<file path="src/rtl/cdb_host_if.sv">
// -----------------------------------------------------------------------------
// cdb_host_if
// CD-block host interface on the SCU A-bus (CS2 area). Provides the HIRQ /
// HIRQMASK interrupt flags, NUM_CR command/response register pairs, a command
// handshake FSM toward the CD-block core, and a DEPTH-word data FIFO that the
// host drains through the DATATRNS register.
//
// Ports
//   CLK, RST_N, CE_R       clock, async active-low reset, clock enable
//   AA, ADI, ADO           A-bus address, write data, read data (combinational)
//   ACS2_N, ARD_N          chip select and read strobe
//   AWRU_N, AWRL_N         upper / lower byte write strobes
//   IRQ_N                  registered host interrupt, active-low
//   CMD_VALID/READY/DATA   command handshake toward the CD core
//   RESP_WE, RESP_DATA     response set load from the CD core
//   HIRQ_SET               per-bit HIRQ set pulses from the CD core
//   FIFO_WE, FIFO_D        data push from the CD core
//   FIFO_FULL, FIFO_CNT    FIFO status
//
// Register map (byte offset inside the window)
//   0x00 DATATRNS (RO)  0x08 HIRQ  0x0C HIRQMASK  0x18+4k CRk
// -----------------------------------------------------------------------------
module cdb_host_if #(
  parameter logic [9:0]  BASE_HI  = 10'h189,
  parameter int          NUM_CR   = 4,
  parameter int          DEPTH    = 16,
  parameter logic [15:0] HIRQ_RST = 16'hFFFF
) (
  input  logic                       CLK,
  input  logic                       RST_N,
  input  logic                       CE_R,
  input  logic [25:0]                AA,
  input  logic [15:0]                ADI,
  output logic [15:0]                ADO,
  input  logic                       ACS2_N,
  input  logic                       ARD_N,
  input  logic                       AWRU_N,
  input  logic                       AWRL_N,
  output logic                       IRQ_N,
  output logic                       CMD_VALID,
  input  logic                       CMD_READY,
  output logic [16*NUM_CR-1:0]       CMD_DATA,
  input  logic                       RESP_WE,
  input  logic [16*NUM_CR-1:0]       RESP_DATA,
  input  logic [15:0]                HIRQ_SET,
  input  logic                       FIFO_WE,
  input  logic [15:0]                FIFO_D,
  output logic                       FIFO_FULL,
  output logic [$clog2(DEPTH):0]     FIFO_CNT
);

  localparam int AW = $clog2(DEPTH);
  localparam int CW = AW + 1;

  localparam logic [15:0] OFF_DATA = 16'h0000;
  localparam logic [15:0] OFF_HIRQ = 16'h0008;
  localparam logic [15:0] OFF_MASK = 16'h000C;
  localparam logic [15:0] OFF_CR0  = 16'h0018;

  typedef enum logic [1:0] {
    ST_IDLE = 2'b00,
    ST_PEND = 2'b01,
    ST_BUSY = 2'b10
  } state_t;

  // Byte offset of command/response register k.
  function automatic logic [15:0] cr_off(input int k);
    cr_off = OFF_CR0 + 16'(4 * k);
  endfunction

  // Power-up contents of response register k ("CDBLOCK" signature in CR0..CR3).
  function automatic logic [15:0] resp_rst(input int k);
    case (k)
      0:       resp_rst = 16'h0043;
      1:       resp_rst = 16'h4442;
      2:       resp_rst = 16'h4C4F;
      3:       resp_rst = 16'h434B;
      default: resp_rst = 16'h0000;
    endcase
  endfunction

  // Replace only the bytes whose lane mask is set.
  function automatic logic [15:0] lane_merge(input logic [15:0] old_v,
                                             input logic [15:0] new_v,
                                             input logic [15:0] lane);
    lane_merge = (old_v & ~lane) | (new_v & lane);
  endfunction

  // ---------------------------------------------------------------------------
  // Registers
  // ---------------------------------------------------------------------------
  state_t          r_state;
  logic            r_cmd_valid;
  logic [15:0]     r_cmd  [NUM_CR];
  logic [15:0]     r_resp [NUM_CR];
  logic [15:0]     r_hirq;
  logic [15:0]     r_mask;
  logic            r_irq_n;
  logic            r_wr_prev;
  logic            r_rd_prev;
  logic [15:0]     r_mem  [DEPTH];
  logic [AW-1:0]   r_wptr;
  logic [AW-1:0]   r_rptr;
  logic [CW-1:0]   r_cnt;

  // ---------------------------------------------------------------------------
  // Wires
  // ---------------------------------------------------------------------------
  state_t          w_state_nxt;
  logic            w_sel;
  logic [15:0]     w_off;
  logic            w_wr_n;
  logic            w_wr_stb;
  logic [15:0]     w_lane;
  logic [NUM_CR-1:0] w_cr_hit;
  logic            w_cr_wr_en;
  logic            w_last_wr;
  logic [15:0]     w_hirq_nxt;
  logic            w_empty;
  logic            w_full;
  logic            w_push;
  logic            w_pop;
  logic [15:0]     w_ado;
  logic            w_unused_a0;

  assign w_sel       = !ACS2_N && (AA[25:16] == BASE_HI);
  assign w_off       = {AA[15:1], 1'b0};
  assign w_unused_a0 = AA[0];
  assign w_wr_n      = AWRU_N & AWRL_N;
  // One write per strobe: only the CE_R cycle where the combined strobe falls.
  assign w_wr_stb    = CE_R && w_sel && r_wr_prev && !w_wr_n;
  assign w_lane      = {{8{!AWRU_N}}, {8{!AWRL_N}}};
  // CR writes are frozen while the core is executing a command.
  assign w_cr_wr_en  = w_wr_stb && (r_state != ST_BUSY);
  assign w_last_wr   = w_wr_stb && (w_off == cr_off(NUM_CR - 1));

  assign w_empty = (r_cnt == {CW{1'b0}});
  assign w_full  = (r_cnt == CW'(DEPTH));
  assign w_push  = CE_R && FIFO_WE && !w_full;
  // Pop at the end of a DATATRNS read access (ARD_N rising).
  assign w_pop   = CE_R && w_sel && (w_off == OFF_DATA) && !r_rd_prev && ARD_N && !w_empty;

  // Decode which CR offset is addressed.
  always_comb begin
    w_cr_hit = {NUM_CR{1'b0}};
    for (int k = 0; k < NUM_CR; k++) begin
      if (w_off == cr_off(k)) begin
        w_cr_hit[k] = 1'b1;
      end else begin
        w_cr_hit[k] = 1'b0;
      end
    end
  end

  // Command FSM next-state logic.
  always_comb begin
    w_state_nxt = r_state;
    case (r_state)
      ST_IDLE: begin
        if (w_last_wr) w_state_nxt = ST_PEND;
        else           w_state_nxt = ST_IDLE;
      end
      ST_PEND: begin
        if (CMD_READY) w_state_nxt = ST_BUSY;
        else           w_state_nxt = ST_PEND;
      end
      ST_BUSY: begin
        if (RESP_WE)   w_state_nxt = ST_IDLE;
        else           w_state_nxt = ST_BUSY;
      end
      default:         w_state_nxt = ST_IDLE;
    endcase
  end

  // Command FSM state register; CMD_VALID is registered from the next state.
  always_ff @(posedge CLK or negedge RST_N) begin
    if (!RST_N) begin
      r_state     <= ST_IDLE;
      r_cmd_valid <= 1'b0;
    end else if (CE_R) begin
      r_state     <= w_state_nxt;
      r_cmd_valid <= (w_state_nxt == ST_PEND);
    end
  end

  // Command registers written by the host.
  always_ff @(posedge CLK or negedge RST_N) begin
    if (!RST_N) begin
      for (int k = 0; k < NUM_CR; k++) r_cmd[k] <= 16'h0000;
    end else begin
      for (int k = 0; k < NUM_CR; k++) begin
        if (w_cr_wr_en && w_cr_hit[k]) r_cmd[k] <= lane_merge(r_cmd[k], ADI, w_lane);
      end
    end
  end

  // Response registers loaded by the CD core in any FSM state.
  always_ff @(posedge CLK or negedge RST_N) begin
    if (!RST_N) begin
      for (int k = 0; k < NUM_CR; k++) r_resp[k] <= resp_rst(k);
    end else if (CE_R && RESP_WE) begin
      for (int k = 0; k < NUM_CR; k++) r_resp[k] <= RESP_DATA[16*k +: 16];
    end
  end

  // HIRQ next value: host write clears bits, then core set pulses and CMOK win.
  always_comb begin
    w_hirq_nxt = r_hirq;
    if (w_wr_stb && (w_off == OFF_HIRQ)) begin
      w_hirq_nxt = r_hirq & (ADI | ~w_lane);
    end else begin
      w_hirq_nxt = r_hirq;
    end
    w_hirq_nxt = w_hirq_nxt | HIRQ_SET | {15'b0, RESP_WE};
  end

  // HIRQ, HIRQMASK and interrupt output registers.
  always_ff @(posedge CLK or negedge RST_N) begin
    if (!RST_N) begin
      r_hirq  <= HIRQ_RST;
      r_mask  <= 16'h0000;
      r_irq_n <= 1'b1;
    end else if (CE_R) begin
      r_hirq  <= w_hirq_nxt;
      if (w_wr_stb && (w_off == OFF_MASK)) r_mask <= lane_merge(r_mask, ADI, w_lane);
      r_irq_n <= ~|(r_hirq & r_mask);
    end
  end

  // Strobe history for write-fall and read-rise detection.
  always_ff @(posedge CLK or negedge RST_N) begin
    if (!RST_N) begin
      r_wr_prev <= 1'b1;
      r_rd_prev <= 1'b1;
    end else if (CE_R) begin
      r_wr_prev <= w_wr_n;
      r_rd_prev <= ARD_N;
    end
  end

  // FIFO storage; contents are don't-care while the pointers say empty.
  always_ff @(posedge CLK) begin
    if (w_push) r_mem[r_wptr] <= FIFO_D;
  end

  // FIFO pointers and occupancy; pointers wrap naturally modulo DEPTH.
  always_ff @(posedge CLK or negedge RST_N) begin
    if (!RST_N) begin
      r_wptr <= {AW{1'b0}};
      r_rptr <= {AW{1'b0}};
      r_cnt  <= {CW{1'b0}};
    end else begin
      if (w_push) r_wptr <= r_wptr + {{(AW-1){1'b0}}, 1'b1};
      if (w_pop)  r_rptr <= r_rptr + {{(AW-1){1'b0}}, 1'b1};
      case ({w_push, w_pop})
        2'b10:   r_cnt <= r_cnt + {{(CW-1){1'b0}}, 1'b1};
        2'b01:   r_cnt <= r_cnt - {{(CW-1){1'b0}}, 1'b1};
        default: r_cnt <= r_cnt;
      endcase
    end
  end

  // Host read mux; unmapped offsets and deselected cycles return zero.
  always_comb begin
    w_ado = 16'h0000;
    if (!w_sel) begin
      w_ado = 16'h0000;
    end else if (w_off == OFF_DATA) begin
      w_ado = w_empty ? 16'h0000 : r_mem[r_rptr];
    end else if (w_off == OFF_HIRQ) begin
      w_ado = r_hirq;
    end else if (w_off == OFF_MASK) begin
      w_ado = r_mask;
    end else begin
      for (int k = 0; k < NUM_CR; k++) begin
        if (w_cr_hit[k]) w_ado = r_resp[k];
      end
    end
  end

  // Flatten command registers, CR0 in the LSBs.
  always_comb begin
    CMD_DATA = '0;
    for (int k = 0; k < NUM_CR; k++) CMD_DATA[16*k +: 16] = r_cmd[k];
  end

  assign ADO       = w_ado;
  assign IRQ_N     = r_irq_n;
  assign CMD_VALID = r_cmd_valid;
  assign FIFO_FULL = w_full;
  assign FIFO_CNT  = r_cnt;

endmodule

</file>
<file path="config.mk">
export PLATFORM = sky130hd
export DESIGN_NAME = cdb_host_if
export DESIGN_NICKNAME = d
export VERILOG_FILES = /design/src/rtl/cdb_host_if.sv
export SDC_FILE = /design/constraint.sdc
export NUM_CORES = 1
export LEC_CHECK = 0
export CAP_MARGIN = 30
export CORE_MARGIN = 2
export CORE_UTILIZATION = 40
export CTS_BUF_LIST = sky130_fd_sc_hd__clkbuf_4 sky130_fd_sc_hd__clkbuf_8
export CTS_CLUSTER_SIZE = 24
export DETAILED_ROUTE_END_ITERATION = 8
export GPL_ROUTABILITY_DRIVEN = 0
export SKIP_LAST_GASP = 1
export SLEW_MARGIN = 40
export SYNTH_ARGS = -nofsm -noshare
export SYNTH_HDL_FRONTEND = slang
export SYNTH_SLANG_ARGS = --single-unit
</file>
<file path="constraint.sdc">
create_clock -name CLK -period 5.1 [get_ports CLK]
set_clock_uncertainty 0.1 [all_clocks]
set_input_delay 0.765 -clock CLK [delete_from_list [all_inputs] [get_ports CLK]]
set_output_delay 0.765 -clock CLK [all_outputs]
set_load 0.005 [all_outputs]
</file>
==> flow_metrics.env, run 1 <==
export IMPL_status="finished, final reports clean"
export IMPL_clkSlewWorstSetupHoldPaths_ns=0.06
export IMPL_insertion_delay_ns=0.64
export IMPL_die_x_um=218
export IMPL_yosysUniqueCellTypes=50
export IMPL_worstHoldEndpoint="IRQ_N$_DFFE_PN1P_"
export IMPL_grt_max_degree=123
export IMPL_num_io_pins=236
export IMPL_maxCapViolations=0
export IMPL_area_delta_synth_final_pct=26.7
export IMPL_gr_total_overflow=0
export IMPL_synth_area_leader_cell="edfxtp_1"
export IMPL_cp_max_fo=17
export IMPL_cts_buffers=76
export IMPL_r2r_start="FIFO_CNT[1]$_DFFE_PN0P_"
export IMPL_hold_depth=2
export IMPL_htree_levels=3
export IMPL_rr_worst_depth=11
export IMPL_ys_top_cells_by_area="edfxtp_1 42%, dfrtp_1 19%, mux2_2 8.6%"
export IMPL_grt_usage_pct=20.9
export IMPL_ys_dominant_reg_cell="edfxtp_1"
export IMPL_cts_resized_gates=0
export IMPL_port_buffers=234
export IMPL_final_nets=1625
export IMPL_rr_endpoint="FIFO_CNT[4]$_DFFE_PN0P_"
export IMPL_wire_per_inst_um=23.2
export IMPL_ys_top_cells_by_count="256 x edfxtp_1, 141 x mux2_2, 138 x dfrtp_1"
export IMPL_leakagePower_nw=8.48
export IMPL_synth_sequential_area_ratio_pct=66.5
export IMPL_antenna_found_initial=3
export IMPL_cp_required_ns=4.24
export IMPL_syn_cell_area_um2=18400
export IMPL_fin_total_pwr_mw=8.23
export IMPL_tritoncts="done"
export IMPL_synth_most_common_cell="edfxtp_1"
export IMPL_ys_warn_count=0
export IMPL_firstDrtPassIters=7
export IMPL_vdd_drop_max_mv=0.204
export IMPL_die_area_um2=47600
export IMPL_crit_arrival_ns=3.67
export IMPL_drt_total_wl_um=49300
export IMPL_path_class="input pin to output pin"
export IMPL_hp_class="flip-flop to flip-flop"
export IMPL_clock_sinks=435
export IMPL_min_period_over_period_pct=88.9
export IMPL_fin_hold_ws_ns=0.369
export IMPL_end_kind="output pin"
export IMPL_viasPerCell=5.39
export IMPL_core_area_um2=45400
export IMPL_ys_ff_latch=435
export IMPL_drtIter0Drc=1038
export IMPL_crit_start="AA[6]"
export IMPL_rrSetupSlack_ns=1.89
export IMPL_fp_dieH_um=218
export IMPL_antenna_left=0
export IMPL_drive_above_1_share_pct=29.1
export IMPL_vias=11472
export IMPL_synth_async_sr_flop_share_pct=41.1
export IMPL_worst_setup_path_start_kind="input pin"
export IMPL_grt_pass1_vias=11645
export IMPL_grt_first_pass_wirelength_um=73500
export IMPL_tns_ns=0
export IMPL_start_util_pct=40.5
export IMPL_max_slew_margin_pct=45.1
export IMPL_drc=0
export IMPL_place_inst=1988
export IMPL_cts_setup_buffers=0
export IMPL_dpl_hpwl_um=33100
export IMPL_postSynthCellCount=1169
export IMPL_slew_viol_final=0
export IMPL_fillCellCount=3921
export IMPL_synth_top_cell_area_share_pct=41.9
export IMPL_final_cells=2128
export IMPL_rsz0062_at_grt="false"
export IMPL_num_rows=78
export IMPL_synth_edf_count=256
export IMPL_hold_start="IRQ_N$_DFFE_PN1P_"
export IMPL_final_hold_violation_count=0
export IMPL_fmax_mhz=220
export IMPL_cts_path_max_buffers=3
export IMPL_finalSetupViolCount=0
export IMPL_period_minus_slack_ns=4.54
export IMPL_cts_root_buf="clkbuf_8"
export IMPL_synth_net_count=1327
export IMPL_worst_pin_slew_ns=0.821
export IMPL_powerDensity_nw_per_um2=354
export IMPL_syn_avg_cell_area_um2=15.7
[critical path, cell delays in order]
cell and delay [ns]:
clkdlybuf4s50_1 0.44, nor4_2 0.52, and2_1 0.64, nand3_1 0.15
a22o_1 0.25, a31oi_1 0.32, clkdlybuf4s50_1 0.58
[routing by layer]
metal / share of wire [%] / vias to the layer above / GRT usage (%)
met3: 6.3 / 97 / 4.13
met2: 48 / 417 / 33.8
met4: 3.1 / 4 / 8.48
met5: 0.055 / - / 0
met1: 42 / 5830 / 27.6
li1: - / 5124 / -
[cell usage in the layout, fill, tap and decap left out, types with 21 or more instances in the layout]
| master | instances |
|---|---|
| mux4_2 | 64 |
| nand3_1 | 27 |
| nand2_1 | 98 |
| clkbuf_4 | 32 |
| dfstp_2 | 41 |
| clkbuf_8 | 85 |
| o21ai_0 | 93 |
| and3_1 | 21 |
| buf_4 | 43 |
| dfrtp_1 | 135 |
| mux2i_1 | 32 |
| mux2_2 | 141 |
| edfxtp_1 | 256 |
| clkdlybuf4s50_1 | 233 |
[how the worst max path moves through the flow]
stage	slack [ns]	cells past startpoint	end
4_1_cts	0.48	7	ADO[0]
6_report	0.56	7	ADO[15]
5_1_grt	0.33	7	ADO[1]
3_3_place_gp	0.56	8	ADO[0]
3_5_place_dp	0.57	8	ADO[0]
2_1_floorplan	1.47	11	FIFO_CNT[4]$_DFFE_PN0P_
[stage by stage]
stage,setup slack (ns),cell area [um2],utilization (%)
floorplan,1.47,18400,-
global placement,0.555,21600,47.6
detailed placement,0.567,21600,47.6
CTS,0.477,23300,51.2
global route,0.329,23300,51.3
finish,0.564,23300,51.3
[layout make-up]
type                            instances  area [um2]  share of cell area, %
Sequential cell                       435       12200                   52.5
Timing Repair Buffer                  280        2710                   11.6
Antenna cell                            1        2.50                 0.0108
Multi-Input combinational cell        659        5890                   25.3
Tap cell                              600         751                   3.23
Clock inverter                         21         223                  0.957
Inverter                               15        56.3                  0.242
Clock buffer                          117        1410                   6.06
[where the power goes]
part	total, mW	internal, mW	leakage (nW)	switching [mW]
Clock	3.40	1.94	0.863	1.47
Combinational	0.727	0.337	3.07	0.390
Sequential	4.10	3.97	4.55	0.126
Total	8.23	6.25	8.48	1.98
[timing repair]
| action | in CTS | in global routing |
|---|---|---|
| endpoints found under the hold margin | 28 | 0 |
| endpoints found under the setup margin | 0 | 0 |
| hold buffers | 1 | 0 |
[cell families (layout without fill, tap and decap cells)]
kind of cell	after synthesis	after routing	synth area share, %
buffers and inverters	75	433	1.59
AND/OR/NAND/NOR	223	223	6.41
XOR/XNOR	10	10	0.477
adder cells (fa/ha/maj)	10	10	0.722
other	0	1	0
multiplexers	241	241	18.5
AO/OA/AOI/OAI	175	175	5.78
flip-flops	435	435	66.5
Note: power is estimated with default switching activity, not from simulation.
==> run 2: changes to the inputs <==
- SLEW_MARGIN: 40 -> not set
==> flow_metrics.env, run 2 (synthesized netlist as in run 1, its figures left out) <==
export IMPL_status="finished, final reports clean"
export IMPL_final_util_pct=51.2
export IMPL_slew_viol_final=0
export IMPL_clkSlewWorstSetupHoldPaths_ns=0.06
export IMPL_drt_total_wl_um=49300
export IMPL_die_area_um2=47600
export IMPL_firstDrtPassIters=7
export IMPL_maxCapViolations=0
export IMPL_crit_start="AA[6]"
export IMPL_cts_setup_buffers=0
export IMPL_fp_dieH_um=218
export IMPL_area_delta_synth_final_pct=26.7
export IMPL_final_hold_violation_count=0
export IMPL_antenna_found_initial=3
export IMPL_drc=0
export IMPL_cp_required_ns=4.24
export IMPL_cts_root_buf="clkbuf_8"
export IMPL_final_common_cell="edfxtp_1"
export IMPL_path_class="input pin to output pin"
export IMPL_powerDensity_nw_per_um2=354
export IMPL_dpl_hpwl_um=33100
export IMPL_htree_levels=3
export IMPL_insertion_delay_ns=0.64
export IMPL_hold_depth=2
export IMPL_leakagePower_nw=8.48
export IMPL_cts_path_max_buffers=3
export IMPL_drtIter0Drc=1030
export IMPL_cts_buffers=76
export IMPL_grt_pass1_vias=11645
export IMPL_drive_above_1_share_pct=29.1
export IMPL_worst_pin_slew_ns=0.891
export IMPL_tns_ns=0
export IMPL_worst_setup_path_start_kind="input pin"
export IMPL_end_kind="output pin"
export IMPL_gr_total_overflow=0
export IMPL_rrSetupSlack_ns=1.89
export IMPL_antenna_left=0
export IMPL_hold_start="IRQ_N$_DFFE_PN1P_"
export IMPL_rsz0062_at_grt="false"
export IMPL_max_slew_margin_pct=40.6
export IMPL_final_nets=1625
export IMPL_grt_first_pass_wirelength_um=73500
export IMPL_r2r_start="FIFO_CNT[1]$_DFFE_PN0P_"
export IMPL_wire_per_inst_um=23.2
export IMPL_core_area_um2=45400
export IMPL_period_minus_slack_ns=4.57
export IMPL_final_cell_mix="256 x edfxtp_1, 233 x clkdlybuf4s50_1, 141 x mux2_2, 135 x dfrtp_1, 98 x nand2_1"
export IMPL_grt_max_degree=123
export IMPL_num_rows=78
export IMPL_port_buffers=234
export IMPL_start_util_pct=40.5
export IMPL_worstHoldEndpoint="IRQ_N$_DFFE_PN1P_"
export IMPL_cp_max_fo=17
export IMPL_die_x_um=218
export IMPL_viasPerCell=5.39
export IMPL_clock_sinks=435
export IMPL_min_period_over_period_pct=89.6
export IMPL_rr_endpoint="FIFO_CNT[4]$_DFFE_PN0P_"
export IMPL_grt_usage_pct=20.9
export IMPL_tritoncts="done"
export IMPL_vdd_drop_max_mv=0.204
export IMPL_fmax_mhz=219
export IMPL_vias=11480
export IMPL_finalSetupViolCount=0
export IMPL_num_io_pins=236
export IMPL_hp_class="flip-flop to flip-flop"
export IMPL_crit_arrival_ns=3.70
export IMPL_rr_worst_depth=11
[run 2: changes by cell type in the layout (fill, tap and decap cells not counted)]
cell | previous run | this run
buf_4 | 43 | 44
buf_6 | 2 | 1
nor2_1 | 12 | 13
nor2_2 | 1 | 0
[run 2: cell type report]
cell class	instances	area [um2]
fill	3924	22100
clock buffer	117	1410
multi-input combinational	659	5890
antenna	1	2.50
inverter	15	56.3
sequential	435	12200
timing repair buffer	280	2700
tap	600	751
clock inverter	21	223
[run 2: what timing repair did]
item | 4_1_cts | 5_1_grt
endpoints found under the hold margin | 28 | 0
gates resized for setup | 0 | 0
hold buffers | 1 | 0
[run 2: how the worst max path moves through the flow]
| stage | end | slack (ns) | cells after the start |
|---|---|---|---|
| finish | ADO[15] | 0.53 | 7 |
| global route | ADO[1] | 0.33 | 7 |
| CTS | ADO[0] | 0.48 | 7 |
| detailed placement | ADO[0] | 0.57 | 8 |
| global placement | ADO[0] | 0.56 | 8 |
| floorplan | FIFO_CNT[4]$_DFFE_PN0P_ | 1.47 | 11 |
[run 2: through the flow]
stage / cells / total power, mW / instance area [um2] / setup slack (ns) / hold slack (ns)
2_1_floorplan: 1169 / 4.46 / 18400 / 1.47 / 0.353
3_3_place_gp: 1988 / 4.88 / 21600 / 0.555 / 0.363
3_5_place_dp: 1988 / 4.90 / 21600 / 0.567 / 0.366
4_1_cts: 2127 / 8.33 / 23300 / 0.477 / 0.374
5_1_grt: 2128 / 8.56 / 23300 / 0.329 / 0.409
6_report: 2128 / 8.23 / 23300 / 0.532 / 0.370
[run 2: report_power, final]
group,internal (mW),switching [mW]
logic,0.337,0.388
clock network,1.94,1.47
registers,3.97,0.126
[run 2: routing by layer]
| metal | share of wire [%] | vias up | global-route usage (%) | wire length (um) |
|---|---|---|---|---|
| met5 | 0.055 | - | 0 | 27 |
| met4 | 3.1 | 4 | 8.48 | 1540 |
| met2 | 48 | 417 | 33.8 | 23700 |
| met3 | 6.3 | 96 | 4.13 | 3110 |
| met1 | 42 | 5838 | 27.6 | 20900 |
| li1 | - | 5125 | - | - |
[run 2: worst max-delay path, cell delays in order]
cell and delay (ns):
clkdlybuf4s50_1 0.44, nor4_2 0.54, and2_1 0.65, nand3_1 0.15, a22o_1 0.25, a31oi_1 0.32, clkdlybuf4s50_1 0.58
==> run 3: changes to the inputs <==
- CELL_PAD_IN_SITES_DETAIL_PLACEMENT: not set -> 0
- CELL_PAD_IN_SITES_GLOBAL_PLACEMENT: not set -> 1
- PLACE_DENSITY_LB_ADDON: not set -> 0.1
==> flow_metrics.env, run 3 (synthesized netlist as in run 1, its figures left out) <==
export IMPL_viasPerCell=5.34
export IMPL_slew_viol_final=0
export IMPL_core_area_um2=45400
export IMPL_area_delta_synth_final_pct=26.2
export IMPL_path_class="input pin to output pin"
export IMPL_powerDensity_nw_per_um2=346
export IMPL_fp_dieH_um=218
export IMPL_hp_class="input pin to async pin"
export IMPL_crit_family="simple AND/OR/NAND/NOR gates"
export IMPL_finalSetupViolCount=0
export IMPL_firstDrtPassIters=5
export IMPL_tritoncts="done"
export IMPL_final_common_cell="edfxtp_1"
export IMPL_worst_setup_path_start_kind="input pin"
export IMPL_num_io_pins=236
export IMPL_tns_ns=0
export IMPL_grt_pass1_vias=11796
export IMPL_clkSlewWorstSetupHoldPaths_ns=0.05
export IMPL_path_buf_inv=2
export IMPL_rsz0062_at_grt="false"
export IMPL_period_minus_slack_ns=4.67
export IMPL_cts_setup_buffers=0
export IMPL_num_rows=78
export IMPL_drtIter0Drc=760
export IMPL_final_cell_mix="256 x edfxtp_1, 233 x clkdlybuf4s50_1, 141 x mux2_2, 135 x dfrtp_1, 98 x nand2_1"
export IMPL_drc=0
export IMPL_final_hold_violation_count=0
export IMPL_crit_path_frequent_cell="clkdlybuf4s50_1"
export IMPL_end_kind="output pin"
export IMPL_stdcell_area_um2=23200
export IMPL_path_cells="clkdlybuf4s50_1 > or4_1 > nor3_4 > and2_1 > a22oi_1 > a31oi_1 > clkdlybuf4s50_1"
export IMPL_die_x_um=218
export IMPL_drt_total_wl_um=50800
export IMPL_antenna_found_initial=4
export IMPL_max_stage_delay_ns=0.66
export IMPL_crit_arrival_ns=3.80
export IMPL_gr_total_overflow=0
export IMPL_dpl_worst_slack_ns=0.526
export IMPL_final_nets=1623
export IMPL_cts_resized_gates=0
export IMPL_wire_per_inst_um=23.9
export IMPL_die_area_um2=47600
export IMPL_cts_hold_buf=0
export IMPL_cts_path_max_buffers=3
export IMPL_status="finished, final reports clean"
export IMPL_multi_input_area_um2=5890
export IMPL_start_util_pct=40.5
export IMPL_fillCellCount=3909
export IMPL_cp_slowest_cell="or4_1"
export IMPL_placed_area_um2=21600
export IMPL_cts_buffers=76
export IMPL_seqCellArea_um2=12200
export IMPL_cts_root_buf="clkbuf_8"
export IMPL_dpl_hpwl_um=33200
export IMPL_maxCapViolations=0
export IMPL_grt_max_degree=104
export IMPL_port_buffers=234
export IMPL_grt_first_pass_wirelength_um=75500
export IMPL_insertion_delay_ns=0.65
export IMPL_setup_slack_ns=0.430
export IMPL_vias=11363
export IMPL_fmax_mhz=214
export IMPL_cp_required_ns=4.24
export IMPL_vdd_drop_max_mv=0.251
export IMPL_clock_sinks=435
export IMPL_fin_total_pwr_mw=8.03
export IMPL_cp_max_fo=13
export IMPL_antenna_left=0
export IMPL_min_period_over_period_pct=91.6
export IMPL_htree_levels=3
export IMPL_leakagePower_nw=8.43
export IMPL_grt_usage_pct=21.7
export IMPL_worst_pin_slew_ns=0.891
export IMPL_drive_above_1_share_pct=28.8
export IMPL_max_slew_margin_pct=40.6
## run 3: cell count changes in the layout (fill, tap and decap cells not counted), moves of 3 or more
cell | before | now
buf_4 | 44 | 40
clkbuf_8 | 85 | 81
inv_8 | 3 | 0
buf_12 | 1 | 4
bufinv_16 | 3 | 0
clkbuf_4 | 32 | 39
clkinv_1 | 6 | 11
## run 3: worst register-to-register path: stages, from the launching register on
cell and delay [ns]:
dfrtp_1 0.44, or4_1 0.63, o2111ai_1 0.32, nor4_2 0.09
buf_4 0.18, ha_1 0.24, ha_1 0.33, nor2b_1 0.14
o21ai_0 0.20, a21oi_1 0.10, nor3_1 0.21, xor2_1 0.16
## run 3: power by group
group / switching (mW) / internal (mW) / leakage, nW
clock: 1.43 / 1.76 / 0.814
combinational: 0.400 / 0.338 / 3.07
sequential: 0.120 / 3.97 / 4.55
total: 1.95 / 6.07 / 8.43
## run 3: worst paths after layout
path | slack [ns] | endpoint | from | cells past startpoint
setup reg to reg | 1.88 | FIFO_CNT[4]$_DFFE_PN0P_ | FIFO_CNT[0]$_DFFE_PN0P_ | 11
hold reg to reg | 0.38 | r_wr_prev$_DFFE_PN1P_ | r_wr_prev$_DFFE_PN1P_ | 2
max in group asynchronous | 3.73 | r_resp[5]$_DFFE_PN0P_ | RST_N | 2
setup / recovery | 0.43 | ADO[13] | AA[1] | 7
min in group CLK | 0.38 | r_wr_prev$_DFFE_PN1P_ | r_wr_prev$_DFFE_PN1P_ | 2
hold / removal | 0.06 | async pin | RST_N | 1
## run 3: final cells by class
cell class	instances	area share, %
sequential	435	52.8
multi-input combinational	659	25.4
timing repair buffer	278	11.8
clock buffer	120	6.07
tap	600	3.24
clock inverter	20	0.508
inverter	15	0.243
antenna	2	0.0216
## run 3: stage by stage
stage	utilization, %	cells	hold slack [ns]
final	51.1	2129	0.0621
after global routing	51.1	2129	0.0751
after CTS	51.0	2127	0.0532
after detailed placement	47.7	1987	0.375
after global placement	47.7	1987	0.366
after floorplan	-	1169	0.353
## run 3: per-layer routing
| metal | part of all wire (%) | GRT usage (%) | up-vias | routed length, um |
|---|---|---|---|---|
| li1 | - | - | 5126 | - |
| met1 | 42 | 27.8 | 5846 | 21400 |
| met5 | 0.065 | 0 | - | 33 |
| met4 | 2.6 | 7.51 | 4 | 1350 |
| met3 | 5.4 | 4.89 | 80 | 2770 |
| met2 | 50 | 36.2 | 307 | 25300 |
